===== src/rtl/jedro_1_defines.sv =====
// Shared types and constants for the jedro_1 instruction-memory arbiter.
package jedro_1_defines;

   localparam int unsigned DATA_WIDTH_DEFAULT            = 32;
   localparam int unsigned IMEM_ARB_STARVE_LIMIT_DEFAULT = 4;
   localparam int unsigned STARVE_CNT_WIDTH              = 4;

   typedef enum logic {
      ARB_NORMAL,
      ARB_LOCK
   } arb_state_e;

   typedef enum logic {
      PORT_IFU,
      PORT_LSU
   } arb_port_e;

   // Records which port owns the read currently in flight.
   typedef struct packed {
      logic      valid;
      arb_port_e port;
   } arb_owner_t;

endpackage


===== src/rtl/jedro_1_sat_counter.sv =====
// Saturating up-counter with clear (highest priority), hold and increment controls.
module jedro_1_sat_counter #(
   parameter int unsigned WIDTH = 4,
   parameter int unsigned LIMIT = 4
) (
   input  logic             clk_i,
   input  logic             rst_i,
   input  logic             clr_i,
   input  logic             hold_i,
   input  logic             inc_i,
   output logic [WIDTH-1:0] cnt_o
);

   always_ff @(posedge clk_i) begin
      if (rst_i || clr_i) begin
         cnt_o <= '0;
      end else if (hold_i) begin
         cnt_o <= cnt_o;
      end else if (inc_i && (cnt_o != WIDTH'(LIMIT))) begin
         cnt_o <= cnt_o + WIDTH'(1);
      end
   end

endmodule


===== src/rtl/jedro_1_imem_arbiter.sv =====
// Arbitrates the single-port instruction SPROM between IFU and LSU, with LSU lock and IFU starvation guard.
// Optional conflict statistics counter enabled by defining JEDRO_1_IMEM_ARB_STATS_EN.
module jedro_1_imem_arbiter
   import jedro_1_defines::*;
#(
   parameter int unsigned DATA_WIDTH   = DATA_WIDTH_DEFAULT,
   parameter int unsigned STARVE_LIMIT = IMEM_ARB_STARVE_LIMIT_DEFAULT
) (
   input  logic                  clk_i,
   input  logic                  rst_i,
   input  logic                  ifu_req_i,
   input  logic [DATA_WIDTH-1:0] ifu_addr_i,
   output logic                  ifu_gnt_o,
   output logic                  ifu_rvalid_o,
   output logic [DATA_WIDTH-1:0] ifu_rdata_o,
   input  logic                  lsu_req_i,
   input  logic [DATA_WIDTH-1:0] lsu_addr_i,
   input  logic                  lsu_lock_i,
   output logic                  lsu_gnt_o,
   output logic                  lsu_rvalid_o,
   output logic [DATA_WIDTH-1:0] lsu_rdata_o,
   output logic                  mem_en_o,
   output logic [DATA_WIDTH-1:0] mem_addr_o,
   input  logic [DATA_WIDTH-1:0] mem_rdata_i
`ifdef JEDRO_1_IMEM_ARB_STATS_EN
   ,
   output logic [31:0]           conflict_cnt_o
`endif
);

   arb_state_e                  state_q, state_d;
   arb_owner_t                  owner_q, owner_d;
   logic [STARVE_CNT_WIDTH-1:0] starve_cnt;
   logic                        locked_c;
   logic                        starve_hit_c;

   // Lock only holds while the line stays high; the release cycle already arbitrates normally.
   assign locked_c     = (state_q == ARB_LOCK) && lsu_lock_i;
   assign starve_hit_c = (starve_cnt == STARVE_CNT_WIDTH'(STARVE_LIMIT));

   always_ff @(posedge clk_i) begin
      if (rst_i) begin
         state_q <= ARB_NORMAL;
         owner_q <= '0;
      end else begin
         state_q <= state_d;
         owner_q <= owner_d;
      end
   end

   always_comb begin
      ifu_gnt_o = 1'b0;
      lsu_gnt_o = 1'b0;
      state_d   = state_q;
      if (!rst_i) begin
         if (locked_c) begin
            lsu_gnt_o = lsu_req_i;
         end else if (ifu_req_i && lsu_req_i) begin
            ifu_gnt_o = starve_hit_c;
            lsu_gnt_o = !starve_hit_c;
         end else begin
            ifu_gnt_o = ifu_req_i;
            lsu_gnt_o = lsu_req_i;
         end
      end
      case (state_q)
         ARB_NORMAL: if (lsu_gnt_o && lsu_lock_i) state_d = ARB_LOCK;
         ARB_LOCK:   if (!lsu_lock_i)             state_d = ARB_NORMAL;
         default:                                 state_d = ARB_NORMAL;
      endcase
   end

   always_comb begin
      owner_d.valid = ifu_gnt_o || lsu_gnt_o;
      owner_d.port  = ifu_gnt_o ? PORT_IFU : PORT_LSU;
   end

   assign mem_en_o   = ifu_gnt_o || lsu_gnt_o;
   assign mem_addr_o = ifu_gnt_o ? ifu_addr_i : (lsu_gnt_o ? lsu_addr_i : '0);

   // A read in flight when reset hits is dropped.
   assign ifu_rvalid_o = !rst_i && owner_q.valid && (owner_q.port == PORT_IFU);
   assign lsu_rvalid_o = !rst_i && owner_q.valid && (owner_q.port == PORT_LSU);
   assign ifu_rdata_o  = ifu_rvalid_o ? mem_rdata_i : '0;
   assign lsu_rdata_o  = lsu_rvalid_o ? mem_rdata_i : '0;

   jedro_1_sat_counter #(
      .WIDTH (STARVE_CNT_WIDTH),
      .LIMIT (STARVE_LIMIT)
   ) u_starve_cnt (
      .clk_i  (clk_i),
      .rst_i  (rst_i),
      .clr_i  (!ifu_req_i || ifu_gnt_o),
      .hold_i (locked_c),
      .inc_i  (ifu_req_i && !ifu_gnt_o),
      .cnt_o  (starve_cnt)
   );

`ifdef JEDRO_1_IMEM_ARB_STATS_EN
   always_ff @(posedge clk_i) begin
      if (rst_i) begin
         conflict_cnt_o <= '0;
      end else if (ifu_req_i && (lsu_req_i || (state_q == ARB_LOCK))) begin
         conflict_cnt_o <= conflict_cnt_o + 32'd1;
      end
   end
`endif

endmodule

===== config.mk =====
export PLATFORM = sky130hd
export DESIGN_NAME = jedro_1_imem_arbiter
export DESIGN_NICKNAME = d
export VERILOG_FILES = /design/src/rtl/jedro_1_defines.sv /design/src/rtl/jedro_1_sat_counter.sv /design/src/rtl/jedro_1_imem_arbiter.sv
export SDC_FILE = /design/constraint.sdc
export NUM_CORES = 1
export LEC_CHECK = 0
export ABC_AREA = 1
export BUFFER_PORTS_ARGS = -buffer_cell sky130_fd_sc_hd__buf_2
export CAP_MARGIN = 20
export CORE_AREA = 5 5 76 78
export CTS_BUF_LIST = sky130_fd_sc_hd__clkbuf_2
export DETAILED_ROUTE_END_ITERATION = 12
export DIE_AREA = 0 0 81 83
export PLACE_DENSITY = 0.74
export SYNTH_ARGS = -nofsm -noshare
export SYNTH_HDL_FRONTEND = slang
export SYNTH_SLANG_ARGS = --single-unit

===== constraint.sdc =====
create_clock -name clk_i -period 3.1 [get_ports clk_i]
set_input_delay 0.155 -clock clk_i [delete_from_list [all_inputs] [get_ports clk_i]]
set_output_delay 0.155 -clock clk_i [all_outputs]
set_load 0.01 [all_outputs]

==> impl_metrics.sql, run 1 <==
INSERT INTO impl_metrics (metric_group, metric, value, unit) VALUES
('synth', 'synth_cell_type_count', '17', ''),
('global_routing', 'largest_net_degree_at_the_start_of_global_routing', '34', ''),
('timing', 'report.final.slew_viol_count', '0', ''),
('worst_hold_path', 'hold_path_startpoint', 'lsu_lock_i', ''),
('clock_network', 'h_tree_depth', '1', ''),
('finish', 'post_route_cells_drive_above_1_share', '0.4816', ''),
('synth', 'synth-main-ff-cell', 'dfxtp_1', ''),
('worst_setup_path', 'cp.buffers_inverters', '3', ''),
('worst_setup_path', 'reg2reg_from', 'u_starve_cnt.cnt_o[0]', ''),
('timing', 'report.final.hold_viol_count', '0', ''),
('finish', 'layout.filler_cells', '555', ''),
('clock_network', 'cts_tree', 'yes', ''),
('timing', 'grt_setup_unrepaired', 'no', ''),
('route', 'antenna_left', '0', ''),
('synth', 'synth.cell_area', '1280', 'sq um'),
('worst_setup_path', 'r2r_setup_slack', '1.65', 'ns'),
('timing', 'fin_skew', '0.005954', 'ns'),
('die', 'placementRows', '26', ''),
('worst_setup_path', 'crit_chain', 'inv_1 -> ha_1 -> nand2_2 -> nor2_2 -> nand3_2 -> nand3_2 -> inv_4 -> nand2_1 -> nand2_1 -> buf_2', ''),
('clock_network', 'cts_num_sinks', '7', ''),
('synth', 'netlist_instances', '270', ''),
('worst_setup_path', 'critical_path.top_delay_family', 'buffers and inverters', ''),
('finish', 'layout_commonest_cell', 'buf_2', ''),
('route', 'wl_per_cell', '10.76', 'um'),
('worst_setup_path', 'worst_ep_arrival_time', '1.78', 'ns'),
('worst_setup_path', 'reg2reg_to', 'u_starve_cnt.cnt_o[2]', ''),
('synth', 'synth_top_cell_by_area', 'nand2_1', ''),
('die', 'effective_utilization_at_floorplan', '0.2555', ''),
('timing', 'worst_hold_slack', '0.1662', 'ns'),
('power', 'cellLeakagePower', '1.756', 'nW'),
('synth', 'synth.top_cells.by_area', 'nand2_1 31%, nor2_1 21%, inv_1 13%', ''),
('clock_network', 'cts_root_buf', 'clkbuf_2', ''),
('timing', 'final_period_minus_worst_setup_slack', '1.932', 'ns'),
('placed_design', 'dpl_cell_area', '2276', 'sq um'),
('clock_network', 'clk_transition_reported_paths', '0.08', 'ns'),
('synth', 'async_reset_ff_frac', '0', ''),
('run', 'max_cap_violations', '0', ''),
('die', 'total_core_area', '5010', 'sq um'),
('synth', 'netlist.area_leader.share', '0.3079', ''),
('finish', 'final_util', '0.4583', ''),
('global_routing', 'first_global_vias', '2081', ''),
('worst_setup_path', 'worst_r2r_path_depth', '9', ''),
('clock_network', 'max-clock-path-buffers', '2', ''),
('synth', 'mappedNetlistNets', '373', ''),
('worst_setup_path', 'cp-start-kind', 'register', ''),
('power', 'netSwitchingPower', '160.8', 'uW'),
('timing', 'finalSetupViolCount', '0', ''),
('clock_network', 'cts-buffers-inserted', '3', ''),
('clock_network', 'postCtsHoldBufs', '0', ''),
('synth', 'post_synthesis_area_per_instance', '4.741', 'sq um'),
('timing', 'worst-slew-pin-transition', '0.8970', 'ns'),
('global_routing', 'global_route_wire_length_before_repair', '8.970', 'mm'),
('power', 'power.internal', '228.5', 'uW'),
('synth', 'synth.ff_latch_count', '7', ''),
('route', 'drt-vias-per-instance', '4.024', ''),
('worst_setup_path', 'crit_slowest_cell', 'dfxtp_1', ''),
('clock_network', 'clkLatencyLatePin', '0.23', 'ns'),
('finish', 'antenna_cells', '0', ''),
('outcome', 'outcome', 'finished clean', ''),
('timing', 'period_share', '0.6231', ''),
('worst_setup_path', 'crit_fanout', '33', ''),
('power', 'p_comb_frac', '0.579', ''),
('timing', 'timing.setup.tns', '0', 'ns'),
('worst_hold_path', 'hold_path_cell_cnt', '3', ''),
('worst_setup_path', 'cp_slowest_stage_delay', '0.38', 'ns'),
('timing', 'fmaxAchievable', '0.5177', 'GHz'),
('worst_setup_path', 'timing.setup.critical_path_class', 'reg2out', ''),
('synth', 'synth-seq-area-share', '0.1095', ''),
('die', 'num_io_pins', '202', ''),
('finish', 'finalInstanceArea', '2296', 'sq um'),
('finish', 'layout.nets', '567', '');
==> kinds of logic after synthesis <==
logic type | share of synthesized area
AND/OR/NAND/NOR | 0.6393
buffers and inverters | 0.2209
flip-flops | 0.1095
AO/OA/AOI/OAI | 0.01075
adder cells (fa/ha/maj) | 0.01955
==> worst max-delay path by stage <==
stage | from | endpoint | slack [ns] | depth (start not counted)
finish | u_starve_cnt.cnt_o[0] | mem_addr_o[21] | 1.17 | 10
CTS | u_starve_cnt.cnt_o[0] | mem_addr_o[30] | 1.16 | 10
global placement | u_starve_cnt.cnt_o[0] | mem_addr_o[30] | 1.48 | 10
floorplan | u_starve_cnt.cnt_o[0] | mem_addr_o[22] | 1.69 | 10
detailed placement | u_starve_cnt.cnt_o[0] | mem_addr_o[30] | 1.42 | 10
global route | u_starve_cnt.cnt_o[0] | mem_addr_o[15] | 0.99 | 10
==> layer usage <==
layer | global-route usage | vias up | wire (um)
met5 | 0 | - | 0
met1 | 0.1606 | 885 | 2144
met2 | 0.3219 | 103 | 2997
li1 | - | 1155 | -
met3 | 0.03788 | 2 | 577
met4 | 0.01536 | 0 | 16
==> layout make-up <==
type                            count  area, sq um  area share
Clock buffer                        4        20.02    0.008719
Inverter                           48        185.2     0.08065
Multi-Input combinational cell    203        857.1      0.3733
Sequential cell                     7        140.1     0.06104
Tap cell                           70        87.58     0.03815
Timing Repair Buffer              201         1006      0.4381
==> synthesized netlist by cell type, types with 3 or more instances <==
cell and count:
buf_2 6, buf_6 6, dfxtp_1 7, inv_1 46, nand2_1 105, nand2_2 6
nand3_1 5, nand4_1 3, nor2_1 71, nor2_2 4
==> worst register-to-register path, delay by kind of cell (launching register included) <==
kind	cells	cell delay (ns)
and+or+nand+nor	6	0.61
adders and majority gates	1	0.23
DFF	1	0.38
buffers and inverters	2	0.17
==> state kept, by name, indices dropped and copies added, names as in the netlist <==
signal and cells:
state_q 1, u_starve_cnt.cnt_o 4, owner_q 2
==> power groups by stage <==
| stage | clock network, mW | logic [mW] | registers, mW |
|---|---|---|---|
| 3_3_place_gp | 0 | 0.224 | 0.0978 |
| 5_1_grt | 0.0765 | 0.253 | 0.0964 |
| 3_5_place_dp | 0 | 0.226 | 0.0980 |
| 6_report | 0.0680 | 0.225 | 0.0959 |
| 4_1_cts | 0.0706 | 0.227 | 0.0959 |
| 2_1_floorplan | 0 | 0.114 | 0.0975 |
==> stage by stage <==
stage	setup slack, ns	power [mW]
6_report	1.168	0.3893
5_1_grt	0.9886	0.4254
4_1_cts	1.159	0.3937
3_5_place_dp	1.417	0.3243
3_3_place_gp	1.476	0.3222
2_1_floorplan	1.685	0.2111
No activity file was read; power rests on OpenSTA's default activity.
==> run 2, diff against run 1 <==
--- a/config.mk
+++ b/config.mk
@@ -5,14 +5,15 @@
 export SDC_FILE = /design/constraint.sdc
 export NUM_CORES = 1
 export LEC_CHECK = 0
-export ABC_AREA = 1
+export ABC_AREA = 0
 export BUFFER_PORTS_ARGS = -buffer_cell sky130_fd_sc_hd__buf_2
 export CAP_MARGIN = 20
-export CORE_AREA = 5 5 76 78
+export CORE_ASPECT_RATIO = 1.75
+export CORE_MARGIN = 5
+export CORE_UTILIZATION = 30
 export CTS_BUF_LIST = sky130_fd_sc_hd__clkbuf_2
 export DETAILED_ROUTE_END_ITERATION = 12
-export DIE_AREA = 0 0 81 83
-export PLACE_DENSITY = 0.74
+export PLACE_DENSITY = 0.79
 export SYNTH_ARGS = -nofsm -noshare
 export SYNTH_HDL_FRONTEND = slang
 export SYNTH_SLANG_ARGS = --single-unit
==> constraint.sdc (replaced) <==
create_clock -name clk_i -period 1.6 [get_ports clk_i]
set_input_delay 0.08 -clock clk_i [delete_from_list [all_inputs] [get_ports clk_i]]
set_output_delay 0.08 -clock clk_i [all_outputs]
set_load 0.01 [all_outputs]
==> impl_metrics.sql, run 2 <==
INSERT INTO impl_metrics (metric_group, metric, value, unit) VALUES
('route', 'antenna_left', '0', ''),
('placed_design', 'placement.setup.worst_slack', '0.05023', 'ns'),
('placed_design', 'dpl_cell_area', '2670', 'sq um'),
('finish', 'final_util', '0.5683', ''),
('synth', 'netlist_instances', '236', ''),
('clock_network', 'postCtsHoldBufs', '0', ''),
('timing', 'worst_hold_slack', '0.1081', 'ns'),
('timing', 'fin_skew', '0.002836', 'ns'),
('clock_network', 'clkLatencyLatePin', '0.27', 'ns'),
('worst_setup_path', 'end_kind', 'output port', ''),
('clock_network', 'cts-buffers-inserted', '3', ''),
('synth', 'async_reset_ff_frac', '0', ''),
('power', 'cellLeakagePower', '1.563', 'nW'),
('timing', 'worst-slew-pin-transition', '0.5731', 'ns'),
('synth', 'synth.cell_area', '1585', 'sq um'),
('die', 'floorplan.die.height', '106.2', 'um'),
('global_routing', 'global_route_wire_length_before_repair', '12.79', 'mm'),
('worst_setup_path', 'worst_r2r_path_depth', '7', ''),
('worst_setup_path', 'cp-start-kind', 'register', ''),
('synth', 'synth_top_cell_by_area', 'o211ai_1', ''),
('timing', 'report.final.slew_viol_count', '0', ''),
('worst_setup_path', 'required', '1.52', 'ns'),
('timing', 'fmaxAchievable', '0.5435', 'GHz'),
('worst_setup_path', 'critPathLaunch', 'u_starve_cnt.cnt_o[0]', ''),
('route', 'wl_per_cell', '17.97', 'um'),
('worst_setup_path', 'crit_end', 'mem_addr_o[29]', ''),
('global_routing', 'gr-total-overflow', '0', ''),
('global_routing', 'largest_net_degree_at_the_start_of_global_routing', '38', ''),
('synth', 'synth_cell_type_count', '29', ''),
('power', 'ir_worst_vdd', '0.0001553', 'V'),
('route', 'drc_errors', '0', ''),
('finish', 'largest_register_ffs', '4', ''),
('global_routing', 'groute.usage.overall', '0.2409', ''),
('die', 'placementRows', '35', ''),
('timing', 'finalSetupViolCount', '34', ''),
('finish', 'layout.nets', '540', ''),
('clock_network', 'clk_transition_reported_paths', '0.09', 'ns'),
('synth', 'synth.top_cells.by_area', 'o211ai_1 30%, and2_1 25%, a21oi_1 11%', ''),
('global_routing', 'first_global_vias', '2628', ''),
('outcome', 'outcome', 'finished with violations', ''),
('worst_setup_path', 'timing.setup.critical_path_class', 'reg2out', ''),
('die', 'num_io_pins', '202', ''),
('synth', 'post_synthesis_area_per_instance', '6.717', 'sq um'),
('outcome', 'violations', 'setup timing', ''),
('timing', 'period_share', '1.150', ''),
('power', 'design_power_total', '867.1', 'uW'),
('worst_setup_path', 'crit_fanout', '9', ''),
('clock_network', 'cts_tree', 'yes', ''),
('placed_design', 'place.detailed.hpwl', '6.630', 'mm'),
('route', 'firstDrtPassIters', '4', ''),
('clock_network', 'max-clock-path-buffers', '2', ''),
('synth', 'mappedNetlistNets', '339', ''),
('placed_design', 'gpl.final_weighted_congestion', '0.8462', ''),
('route', 'routed-via-count', '2749', ''),
('finish', 'layout_commonest_cell', 'buf_2', ''),
('finish', 'final_cell_mix', '201 x buf_2, 64 x and2_1, 64 x o211ai_1', ''),
('placed_design', 'placement.io_buffers', '201', ''),
('worst_setup_path', 'reg2reg_to', 'u_starve_cnt.cnt_o[2]', ''),
('finish', 'areaGrowthSynthToFinish', '86.82', '%'),
('timing', 'report.final.hold_viol_count', '0', ''),
('synth', 'netlist.area_leader.share', '0.3031', ''),
('synth', 'ys_top_cells_by_count', '64 x and2_1, 64 x o211ai_1, 36 x a21oi_1', ''),
('worst_hold_path', 'hold_path.class', 'in2reg', ''),
('die', 'total_core_area', '5211', 'sq um'),
('synth', 'synth-warning-count', '0', ''),
('timing', 'final_period_minus_worst_setup_slack', '1.840', 'ns'),
('clock_network', 'cts_num_sinks', '7', ''),
('synth', 'synth-seq-area-share', '0.08840', ''),
('finish', 'layout.filler_cells', '501', ''),
('finish', 'reg.largest.list', 'u_starve_cnt.cnt_o: 4 flops, owner_q: 2 flops, state_q: 1 flops', ''),
('synth', 'synth.ff_latch_count', '7', ''),
('clock_network', 'h_tree_depth', '1', ''),
('die', 'fp.dieW', '64.95', 'um'),
('worst_setup_path', 'r2r_setup_slack', '0.01', 'ns'),
('synth', 'synth-main-ff-cell', 'dfxtp_1', ''),
('worst_setup_path', 'reg2reg_from', 'u_starve_cnt.cnt_o[0]', ''),
('global_routing', 'antenna_found_initial', '6', ''),
('worst_setup_path', 'worst_ep_arrival_time', '1.76', 'ns'),
('route', 'routed_wl', '8.948', 'mm'),
('timing', 'grt_setup_unrepaired', 'yes', ''),
('die', 'effective_utilization_at_floorplan', '0.3042', ''),
('timing', 'rel_slew_slack', '0.6173', ''),
('finish', 'finalInstanceArea', '2962', 'sq um'),
('power', 'power_density', '292.8', 'nW/um^2'),
('route', 'detailedRoute.firstIterationViolations', '121', ''),
('route', 'drt-vias-per-instance', '5.520', ''),
('die', 'design.die.area', '6895', 'sq um'),
('finish', 'top_register', 'u_starve_cnt.cnt_o', ''),
('finish', 'post_route_cells_drive_above_1_share', '0.5665', ''),
('clock_network', 'cts_root_buf', 'clkbuf_2', ''),
('synth', 'synth_enable_flop_cells', '0', ''),
('timing', 'timing.final.ws_setup', '-0.2400', 'ns'),
('run', 'max_cap_violations', '0', '');
==> run 2: logic make-up after synthesis <==
family | count (synthesis) | share of synthesized area
buffers and inverters | 34 | 0.08918
DFF | 7 | 0.08840
adders and majority gates | 2 | 0.01578
and+or+nand+nor | 81 | 0.3283
AOI/OAI and AO/OA | 112 | 0.4783
==> run 2: how the worst min path moves through the flow <==
| stage | cells past startpoint | end | startpoint | slack (ns) |
|---|---|---|---|---|
| floorplan | 1 | state_q | lsu_lock_i | 0.25 |
| global placement | 2 | state_q | lsu_lock_i | 0.39 |
| detailed placement | 2 | owner_q[0] | rst_i | 0.40 |
| CTS | 2 | state_q | lsu_lock_i | 0.13 |
| global route | 2 | state_q | lsu_lock_i | 0.11 |
| finish | 2 | state_q | lsu_lock_i | 0.11 |
==> run 2: final cells by class <==
| type | count | area (sq um) | share of cell area |
|---|---|---|---|
| Multi-Input combinational cell | 195 | 1366 | 0.4613 |
| Timing Repair Buffer | 227 | 1335 | 0.4508 |
| Sequential cell | 7 | 142.6 | 0.04816 |
| Tap cell | 55 | 68.82 | 0.02324 |
| Clock buffer | 4 | 20.02 | 0.006760 |
| Antenna cell | 7 | 17.52 | 0.005915 |
| Inverter | 3 | 11.26 | 0.003802 |
==> run 2: critical path: stages (launching register included) <==
cell and delay (ns):
dfxtp_2 0.35, inv_2 0.05, ha_4 0.15, and3b_2 0.22, buf_4 0.16, buf_16 0.14
o211ai_1 0.18, a21oi_1 0.09, buf_2 0.15
==> run 2: through the flow <==
| step | cells | TNS (ns) |
|---|---|---|
| after floorplan | 236 | 0 |
| after global placement | 474 | 0 |
| after detailed placement | 474 | 0 |
| after CTS | 488 | -5.080 |
| after global routing | 495 | -9.295 |
| final | 498 | -6.901 |
==> run 2: routing by layer <==
metal	vias to the layer above	share of wire	GRT usage
li1	1299	-	-
met1	1252	0.32	0.2336
met2	170	0.51	0.4462
met3	24	0.12	0.07505
met4	4	0.042	0.1150
met5	-	0.0023	0
==> run 2: what timing repair did <==
| action | CTS | global route |
|---|---|---|
| endpoints found under the setup margin | 34 | 39 |
| resized for setup | 16 | 8 |
| pin swaps | 7 | 3 |
| buffers inserted | 6 | 2 |
| cloned | 4 | 1 |
==> run 2: report_power, final <==
| group | leakage (nW) | total [mW] | internal (mW) | switching (mW) |
|---|---|---|---|---|
| Clock | 0.0167 | 0.158 | 0.0662 | 0.0914 |
| Combinational | 1.49 | 0.526 | 0.250 | 0.276 |
| Sequential | 0.0583 | 0.184 | 0.180 | 0.00387 |
==> run 3, diff against run 2 <==
--- a/config.mk
+++ b/config.mk
@@ -13,7 +13,7 @@
 export CORE_UTILIZATION = 30
 export CTS_BUF_LIST = sky130_fd_sc_hd__clkbuf_2
 export DETAILED_ROUTE_END_ITERATION = 12
-export PLACE_DENSITY = 0.79
+export PLACE_DENSITY = 0.85
 export SYNTH_ARGS = -nofsm -noshare
 export SYNTH_HDL_FRONTEND = slang
 export SYNTH_SLANG_ARGS = --single-unit
==> impl_metrics.sql, run 3 (synthesis results as in run 2) <==
INSERT INTO impl_metrics (metric_group, metric, value, unit) VALUES
('finish', 'top_register', 'u_starve_cnt.cnt_o', ''),
('worst_setup_path', 'timing.setup.critical_path_class', 'reg2out', ''),
('finish', 'post_route_cells_drive_above_1_share', '0.5467', ''),
('finish', 'layout.nets', '532', ''),
('global_routing', 'gr-total-overflow', '0', ''),
('finish', 'layoutNonFillerInstCount', '490', ''),
('placed_design', 'place.detailed.hpwl', '7.052', 'mm'),
('timing', 'report.final.slew_viol_count', '0', ''),
('clock_network', 'cts_num_sinks', '7', ''),
('timing', 'rel_slew_slack', '0.6015', ''),
('route', 'drt-vias-per-instance', '5.402', ''),
('clock_network', 'cts-buffers-inserted', '3', ''),
('placed_design', 'placement.io_buffers', '201', ''),
('global_routing', 'global_route_wire_length_before_repair', '12.74', 'mm'),
('run', 'max_cap_violations', '0', ''),
('power', 'ir_worst_vdd', '0.0001853', 'V'),
('worst_setup_path', 'required', '1.52', 'ns'),
('timing', 'final_period_minus_worst_setup_slack', '1.783', 'ns'),
('clock_network', 'postCtsHoldBufs', '0', ''),
('timing', 'grt_setup_unrepaired', 'yes', ''),
('worst_hold_path', 'hold_path.class', 'in2reg', ''),
('finish', 'layout.filler_cells', '508', ''),
('worst_setup_path', 'crit_fanout', '6', ''),
('finish', 'sequential_cell_area', '142.6', 'sq um'),
('worst_setup_path', 'crit_chain', 'inv_2 -> ha_4 -> and3b_2 -> buf_12 -> buf_6 -> o211ai_1 -> a21oi_1 -> buf_2', ''),
('finish', 'largest_register_ffs', '4', ''),
('worst_setup_path', 'end_kind', 'output port', ''),
('route', 'antenna_left', '0', ''),
('power', 'cellLeakagePower', '1.488', 'nW'),
('die', 'total_core_area', '5211', 'sq um'),
('timing', 'worst-slew-pin-transition', '0.5968', 'ns'),
('timing', 'period_share', '1.115', ''),
('route', 'routed_wl', '8.585', 'mm'),
('clock_network', 'h_tree_depth', '1', ''),
('finish', 'areaGrowthSynthToFinish', '75.22', '%'),
('clock_network', 'cts_tree', 'yes', ''),
('worst_setup_path', 'crit_slowest_cell', 'dfxtp_2', ''),
('route', 'wl_per_cell', '17.52', 'um'),
('global_routing', 'first_global_vias', '2517', ''),
('power', 'power_density', '304.4', 'nW/um^2'),
('route', 'routed-via-count', '2647', ''),
('route', 'detailedRoute.firstIterationViolations', '91', ''),
('die', 'floorplan.die.height', '106.2', 'um'),
('timing', 'fmaxAchievable', '0.5608', 'GHz'),
('clock_network', 'cts_root_buf', 'clkbuf_2', ''),
('die', 'fp.dieW', '64.95', 'um'),
('die', 'placementRows', '35', ''),
('finish', 'final_util', '0.5330', ''),
('clock_network', 'clkLatencyLatePin', '0.26', 'ns'),
('worst_setup_path', 'cp_slowest_stage_delay', '0.35', 'ns'),
('worst_setup_path', 'cp.buffers_inverters', '4', ''),
('timing', 'report.final.hold_viol_count', '0', ''),
('timing', 'finalSetupViolCount', '34', ''),
('placed_design', 'dpl.cell_count', '474', ''),
('global_routing', 'antenna_found_initial', '11', ''),
('worst_setup_path', 'critical_path.top_delay_family', 'buffers and inverters', ''),
('finish', 'final_cell_mix', '201 x buf_2, 64 x and2_1, 64 x o211ai_1', ''),
('die', 'num_io_pins', '202', ''),
('finish', 'finalInstanceArea', '2778', 'sq um'),
('outcome', 'outcome', 'finished with violations', ''),
('placed_design', 'placement.setup.worst_slack', '0.05665', 'ns'),
('worst_setup_path', 'worst_ep_arrival_time', '1.70', 'ns'),
('timing', 'timing.final.ws_setup', '-0.1832', 'ns'),
('global_routing', 'largest_net_degree_at_the_start_of_global_routing', '36', ''),
('timing', 'fin_skew', '0.02250', 'ns'),
('die', 'effective_utilization_at_floorplan', '0.3042', ''),
('finish', 'reg.largest.list', 'u_starve_cnt.cnt_o: 4 flops, owner_q: 2 flops, state_q: 1 flops', ''),
('placed_design', 'dpl_cell_area', '2658', 'sq um'),
('placed_design', 'gpl.final_weighted_congestion', '0.9976', ''),
('route', 'drc_errors', '0', ''),
('power', 'design_power_total', '845.5', 'uW'),
('clock_network', 'max-clock-path-buffers', '2', ''),
('die', 'design.die.area', '6895', 'sq um'),
('global_routing', 'groute.usage.overall', '0.2346', ''),
('worst_setup_path', 'cp-start-kind', 'register', ''),
('outcome', 'violations', 'setup timing', ''),
('clock_network', 'clk_transition_reported_paths', '0.11', 'ns'),
('route', 'firstDrtPassIters', '4', ''),
('finish', 'layout_commonest_cell', 'buf_2', ''),
('finish', 'total_area_of_multi_input_combinational_cells', '1328', 'sq um');
-- run 3: final timing paths --
path	startpoint	end	slack (ns)	cells past startpoint
min reg2reg	u_starve_cnt.cnt_o[3]	u_starve_cnt.cnt_o[3]	0.54	2
max reg2reg	u_starve_cnt.cnt_o[0]	u_starve_cnt.cnt_o[3]	0.06	6
max	u_starve_cnt.cnt_o[0]	mem_addr_o[31]	-0.18	8
min	lsu_lock_i	state_q	0.12	2
-- run 3: report_power, final --
group | leakage (nW) | internal, mW | switching [mW]
registers | 0.0583 | 0.180 | 0.00418
logic | 1.41 | 0.239 | 0.275
clock network | 0.0167 | 0.0663 | 0.0819
total | 1.49 | 0.485 | 0.361
-- run 3: cell type report --
class / count / share of cell area
diodes: 7 / 0.006306
clock buffers: 4 / 0.007207
inverters: 3 / 0.004054
multi-input cells: 195 / 0.4779
flip-flops and latches: 7 / 0.05135
well taps: 55 / 0.02477
repair buffers: 219 / 0.4284
-- run 3: per-layer routing --
layer | GRT usage | routed length [um] | vias to the layer above
met4 | 0.06959 | 233 | 10
met3 | 0.1036 | 1138 | 24
met2 | 0.4293 | 4286 | 181
met1 | 0.2317 | 2863 | 1147
met5 | 0 | 63 | -
li1 | - | - | 1285
-- run 3: timing repair --
action,4_1_cts,5_1_grt
buffers inserted,3,1
gates cloned,1,0
pin swaps,2,4
endpoints found under the setup margin,34,35
resized for setup,11,1
-- run 3: through the flow --
stage	TNS [ns]	hold WS (ns)
after detailed placement	0	0.3955
final	-4.446	0.1152
after global placement	0	0.3861
after global routing	-7.513	0.1193
after CTS	-4.127	0.1197
after floorplan	0	0.2462
